### src/rtl/turn_queue.sv
// turn_queue: filters direction commands into a bounded turn FIFO, popped one per game tick; owns pause.
module turn_queue #(
  parameter int         DEPTH     = 2,
  parameter logic [1:0] START_DIR = 2'd1
) (
  input  logic       clk,
  input  logic       rst,
  input  logic [3:0] epp_data,
  input  logic       epp_wr,
  input  logic       step,
  input  logic       new_game,
  output logic [1:0] dir,
  output logic       paused,
  output logic [2:0] pending,
  output logic [7:0] drop_cnt
);
  localparam int PW = (DEPTH > 1) ? $clog2(DEPTH) : 1;
  logic [1:0]    q_q [DEPTH];
  logic [PW-1:0] head_q, head_d, tail_q, tail_d, tail_m1;
  logic [1:0]    dir_q, dir_d, ref_dir, turn;
  logic [2:0]    cnt_q, cnt_d, cnt_pp;
  logic [7:0]    drop_q, drop_d;
  logic          paused_q, paused_d, wr, pop, is_turn, reject, full, push, drop;
  function automatic logic [PW-1:0] inc(input logic [PW-1:0] p);
    return (p == PW'(DEPTH - 1)) ? '0 : p + PW'(1);
  endfunction
  always_comb begin
    wr       = epp_wr & ~new_game;
    pop      = step & ~new_game & ~paused_q & (cnt_q != 3'd0);
    dir_d    = new_game ? START_DIR : pop ? q_q[head_q] : dir_q;
    cnt_pp   = cnt_q - {2'b0, pop};
    tail_m1  = (tail_q == '0) ? PW'(DEPTH - 1) : tail_q - PW'(1);
    // Filter against the newest queued turn, or the heading being committed now if the queue drains.
    ref_dir  = (cnt_pp != 3'd0) ? q_q[tail_m1] : dir_d;
    turn     = epp_data[1:0];
    is_turn  = wr & (epp_data[3:2] == 2'b00);
    reject   = is_turn & ((turn == ref_dir) | (turn == (ref_dir ^ 2'd2)));
    full     = cnt_pp == 3'(DEPTH);
    push     = is_turn & ~reject & ~full;
    drop     = is_turn & ~push;
    cnt_d    = new_game ? 3'd0 : cnt_pp + {2'b0, push};
    head_d   = new_game ? '0 : pop ? inc(head_q) : head_q;
    tail_d   = new_game ? '0 : push ? inc(tail_q) : tail_q;
    paused_d = ~new_game & (paused_q ^ (wr & (epp_data == 4'd4)));
    drop_d   = drop_q + {7'b0, drop & (drop_q != 8'hff)};
  end
  always_ff @(posedge clk or negedge rst) begin
    if (!rst) begin
      dir_q    <= START_DIR;
      paused_q <= 1'b0;
      cnt_q    <= 3'd0;
      drop_q   <= 8'd0;
      head_q   <= '0;
      tail_q   <= '0;
    end else begin
      dir_q    <= dir_d;
      paused_q <= paused_d;
      cnt_q    <= cnt_d;
      drop_q   <= drop_d;
      head_q   <= head_d;
      tail_q   <= tail_d;
    end
  end
  always_ff @(posedge clk) begin
    if (push) q_q[tail_q] <= turn;
  end
  assign dir      = dir_q;
  assign paused   = paused_q;
  assign pending  = cnt_q;
  assign drop_cnt = drop_q;
endmodule

### config.mk
export PLATFORM = sky130hd
export DESIGN_NAME = turn_queue
export DESIGN_NICKNAME = d
export VERILOG_FILES = /design/src/rtl/turn_queue.sv
export SDC_FILE = /design/constraint.sdc
export NUM_CORES = 1
export LEC_CHECK = 0
export ABC_AREA = 1
export BUFFER_PORTS_ARGS = -buffer_cell sky130_fd_sc_hd__buf_4
export CORE_ASPECT_RATIO = 1.25
export CORE_MARGIN = 3
export CORE_UTILIZATION = 40
export DETAILED_ROUTE_END_ITERATION = 16
export GPL_ROUTABILITY_DRIVEN = 0
export PLACE_DENSITY = 0.69
export SLEW_MARGIN = 0
export SYNTH_ARGS = -nofsm -noshare
export SYNTH_HDL_FRONTEND = slang
export SYNTH_SLANG_ARGS = --single-unit
### constraint.sdc
create_clock -name clk -period 7 [get_ports clk]
set_input_delay 0.35 -clock clk [delete_from_list [all_inputs] [get_ports clk]]
set_output_delay 0.35 -clock clk [all_outputs]
set_load 0.03 [all_outputs]
# Yosys cells after proc, flatten, opt, wreduce, memory -nomap -nowiden
# Memories as Yosys holds them, arrays and structs flattened.
# Index checks and enable logic that the tools add are counted.
[word_totals]
wordCells = 56
memories = 1
ram_bits = 4
in_bits = 9
register_bits = 16
[classes]
reduce_logical = 5
eq_ne = 5
bitwise_logic = 20
muxes = 13
add_sub_neg = 6
[mem_list]
columns = ["name", "depth", "width", "read_ports", "rd_clocked_by_memory_dff", "write_ports", "line_no", "rtl"]
rows = [
  ["q_q", 2, 2, 2, 0, 1, "18", "logic [1:0] q_q [DEPTH];"],
]
[op_table]
columns = ["operator", "count"]
rows = [
  ["$and A1 B1 Y1", 12],
  ["$mux W1", 9],
  ["$add A8 B1 Y8", 1],
  ["$ne A8 B8 Y1 const B", 1],
  ["$mux W2", 3],
  ["$not A1 Y1", 6],
  ["$reduce_bool A3 Y1", 2],
  ["$eq A2 B2 Y1", 2],
  ["$eq A4 B3 Y1 const B", 1],
  ["$reduce_bool A2 Y1", 2],
  ["$add A3 B1 Y3", 1],
  ["$eq A3 B2 Y1 const B", 1],
  ["$mux W3", 1],
  ["$sub A3 B1 Y3", 1],
  ["$add A1 B1 Y1 const B", 2],
  ["$logic_not A2 Y1", 1],
  ["$or A1 B1 Y1", 1],
  ["$sub A1 B1 Y1 const B", 1],
  ["$xor A1 B1 Y1", 1],
]

# Logic depth before layout (Yosys ltp)
[depth]
ltp_word = 18
depth_mapped = 21
mapped_depth_nobuf = 21

# Worst setup path before layout
# Ideal clock, no wire load.
[synth_timing]
kind = "flip-flop to flip-flop"
from = "register paused_q (netlist: paused)"
to = "register drop_q[7] (netlist: drop_cnt[7])"
path_stages_with_launch = 20
required_time_ns = 6.867
arrival_time_ns = 2.641
slack_ns = 4.226
setup_time_ns = 0.133
path_cell_list = "dfrtp_1 nor2_1 nand4_2 inv_1 ha_1 inv_1 nand2_1 nand2_1 nor2_1 nand3_1 nand2_1 nand3_2 nand3_1 nand3_1 inv_1 ha_1 nand2_1 nor4_1 nand2_1 xnor2_1"
[synth_via]
elab_chain_cells = 17
elab_cells_between_ends = 22
[synth_rtl]
columns = ["element", "line_no", "rtl"]
rows = [
  ["from (decl)", "23", "logic paused_q, paused_d, wr, pop, is_turn, reject, full, push, drop;"],
  ["from (signal assigned)", "57", "paused_q <= paused_d;"],
  ["$not A1 Y1 (*)", "29", "pop = step & ~new_game & ~paused_q & (cnt_q != 3'd0);"],
  ["$and A1 B1 Y1 (*) (2 in series)", "29", ""],
  ["$sub A3 B1 Y3 or $mux W2 (tied branches)", "31, 30", ""],
  ["$reduce_bool A3 Y1 or $mux W2 (tied branches)", "34, 30", ""],
  ["$mux W2", "34", "ref_dir = (cnt_pp != 3'd0) ? q_q[tail_m1] : dir_d;"],
  ["$not A1 Y1 (no source line)", "n/a", ""],
  ["$eq A2 B2 Y1", "37", "reject = is_turn & ((turn == ref_dir) | (turn == (ref_dir ^ 2'd2)));"],
  ["$or A1 B1 Y1", "37", ""],
  ["$and A1 B1 Y1", "37", ""],
  ["$not A1 Y1", "39", "push = is_turn & ~reject & ~full;"],
  ["$and A1 B1 Y1", "39", ""],
  ["$and A1 B1 Y1 (*)", "39", ""],
  ["$not A1 Y1 (*)", "40", "drop = is_turn & ~push;"],
  ["$and A1 B1 Y1 (*)", "40", ""],
  ["$and A1 B1 Y1 (*)", "45", "drop_d = drop_q + {7'b0, drop & (drop_q != 8'hff)};"],
  ["$add A8 B1 Y8 (*)", "45", ""],
  ["via drop_d[7]", "22", "logic [7:0] drop_q, drop_d;"],
  ["to (signal assigned)", "59", "drop_q <= drop_d;"],
  ["to (decl)", "22", ""],
]
# Mark *: on every way through the listed nets, which the timed path passes. The rest lies on a longest branch.
# A chain may end at the register's enable or synchronous reset.

# Worst setup path after layout
# Ends and elaborated chain as after synthesis.

==> summary.md <==
| Metric | Value |
|---|---|
| Status | completed |
| Vias | approximately 870 |
| Synth Cell Area | between 0.001 and 0.0015 mm2 |
| Synth area leader | dfrtp_1 |
| Pin count of the biggest net entering global routing | 17 |
| Async SR Flop Fraction | 0.800 |
| Final Cell Area | around 0.0014 mm2 |
| Max cap viols | 0 |
| Leakage Power | approximately 0.76 nW |
| Diodes inserted | 0 |
| Final #Nets | 168 |
| Initial DRC count | 7 |
| Crit end category | register |
| Most frequent cells in the layout | 24 x nand2_1, 22 x buf_4, 21 x inv_1, 15 x dfrtp_1, 11 x nor2_1 |
| # IOs | 23 |
| Crit. Startpoint | paused |
| Utilization after layout | 0.543 |
| Die Ht | approximately 65 um |
| Synthesized Nets | 140 |
| Synth-to-Final Area Change | 24.4% |
| Worst-path maximum fanout | 6 |
| Width of the die | 53.0 um |
| Site row count | 20 |
| Commonest non-fill, non-tap cell in the layout | nand2_1 |
| Crit path time final | 3.04 ns |
| Hold Crit Class | primary input to register |
| Area contributors post-synth | dfrtp_1 34%, edfxtp_1 11%, nand2_1 8.2% |
| DR pass1 iterations | 4 |
| Number of synthesized flops with an enable pin | 4 |
| Number of clock sinks | 20 |
| Worst-Margin Slew | 0.481 ns |
| Drt drc | 0 |
| Total Wirelength | between 2000 and 2500 um |
| Final hold vios | 0 |
| Initial Util | 0.437 |
| Register-to-Register Path Depth | 19 |
| Core Area | 0.00253 mm2 |
| Fin Setup TNS | 0 ns |
| Final cell count without fillers | approximately 190 |
| Vias in the first global route | ~860 |
| Layout cell share with drive strength beyond 1 | 0.281 |
| Die area | about 0.0034 mm2 |
| Register area share after synthesis | 0.473 |
| Maximum VDD drop | around 0.21 mV |
| Syn Inst Count | approximately 130 |
| IO buf count | 22 |
| Post-DP HPWL | 1680 um |
| Setup bufs post-CTS | 0 |
| Max transition margin | 0.676 |
| Root buf cell | clkbuf_4 |
| Unrepaired setup endpoints after global routing | no |
| CTS tree | done |
| R2R Path End | drop_cnt[7] |
| Final worst slack | between 3 and 4 ns |
| Tot Pwr | roughly 0.3 mW |
| Clock transition at path regs | between 0.1 and 0.15 ns |
| WS Path Type | register to register |
| Fin crit share | 0.434 |
| Initial antenna violation count | 0 |
| Crit path to | drop_cnt[7] |
| First-pass GRT wire length | between 3000 and 4000 um |
| Clock tree buffer depth | 2 |
| Inst Count DP | approximately 180 |
| Library cells used by synthesis | 27 |
| Yosys reg bits | 20 |
| Worst Skew | about 0.0031 ns |
| Remaining global-route overflow | 0 |
| Layout fillers | between 200 and 250 |
| Power per cell area | between 200 and 250 mW/mm2 |
| Clk_lat worst skew | roughly 0.30 ns |
| CP arrival | ~3.3 ns |
| Synth top area share | 0.340 |
| Predominant post-synthesis flop cell | dfrtp_1 |
| Worst Hold Launch | new_game |
| Pre-CTS setup slack | about 4 ns |
| ANT nets after route | 0 |
| Final setup viols | 0 |
| Worst EP required | between 7 and 8 ns |
| Startpoint types | register |
| Num CTS Buffers | 3 |
| Yosys warnings | 0 |
| Pins Over Slew Limit | 0 |
| Min Hold Slack | 0.221 ns |
| H-Tree Depth | 1 |
| R2R Path Start | paused |
| Tot GR Track Use | 0.140 |
| Vias per cell | roughly 4.7 |
| Synth Area per Inst | a little under 9 um2 |
| Max Fclk | 0.329 GHz |
| Area after DPL | about 0.0013 mm2 |
| DR WL/cell | roughly 11 um |
| R2R Setup Slk | between 3 and 4 ns |
[flip-flops by register name (all words and copies together) (netlist names)]
| name | count |
|---|---|
| q_q | 4 |
| head_q | 1 |
| drop_cnt | 8 |
| pending | 3 |
| dir | 2 |
| tail_q | 1 |
| paused | 1 |
[repair_timing]
item                      4_1_cts  5_1_grt
gates resized for setup         0        0
hold buffers                    1        0
hold endpoints to repair       15        0
[synthesized netlist by cell type (2+ instances only)]
master	instances
o21ai_0	3
nand3_2	3
a21oi_1	5
nand2_2	5
xor2_1	4
nand3_1	9
xnor2_1	2
inv_1	21
ha_1	5
edfxtp_1	4
nand2_1	24
nor2_4	2
dfrtp_1	15
nor2_1	11
[how the worst min path moves through the flow]
stage | end | slack, ns | depth (start not counted)
after floorplan | dir[1] | 0.05 | 0
after global placement | head_q | 0.22 | 1
after detailed placement | head_q | 0.23 | 1
after CTS | pending[1] | 0.22 | 2
after global routing | q_q[0][1] | 0.22 | 1
final | pending[1] | 0.22 | 2
[worst max-delay path, cell delays in order, from the launching register on]
cell	delay [ns]
dfrtp_1	0.47
nor2_1	0.18
nand4_2	0.17
inv_1	0.09
ha_1	0.15
inv_1	0.04
nand2_1	0.05
nand2_1	0.09
nor2_1	0.15
nand3_1	0.13
nand2_1	0.09
nand3_2	0.08
nand3_1	0.14
nand3_1	0.08
inv_1	0.09
ha_1	0.16
nand2_1	0.07
nor4_1	0.44
nand2_1	0.13
xnor2_1	0.15
[power breakdown]
part | switching (mW) | internal (mW) | total, mW
clock | 0.0389 | 0.0578 | 0.0967
sequential | 0.0135 | 0.130 | 0.143
combinational | 0.0408 | 0.0238 | 0.0647
[metal layers]
metal / GRT usage / vias up / share of wire / routed length, um
li1: - / 454 / - / -
met1: 0.162 / 397 / 0.42 / 892
met2: 0.241 / 18 / 0.52 / 1090
met3: 0.0414 / 4 / 0.049 / 103
met4: 0.0479 / 0 / 0.010 / 21
met5: 0 / - / 0 / 0
[logic make-up after synthesis]
family / after synthesis / share of synthesized area
simple gates: 61 / 0.286
buf+inv: 23 / 0.0805
flops: 20 / 0.473
compound gates: 11 / 0.0567
xor+xnor: 6 / 0.0476
fa+ha+maj: 5 / 0.0567
[area by class of cell]
class	count	area (um2)	share of cell area
well taps	33	41.3	0.0301
multi-input cells	83	493	0.359
repair buffers	23	175	0.128
flip-flops and latches	20	522	0.380
clock buffers	3	22.5	0.0164
clock inverters	1	30.0	0.0219
inverters	23	88.8	0.0647
Note: power is estimated with default switching activity, not from simulation.
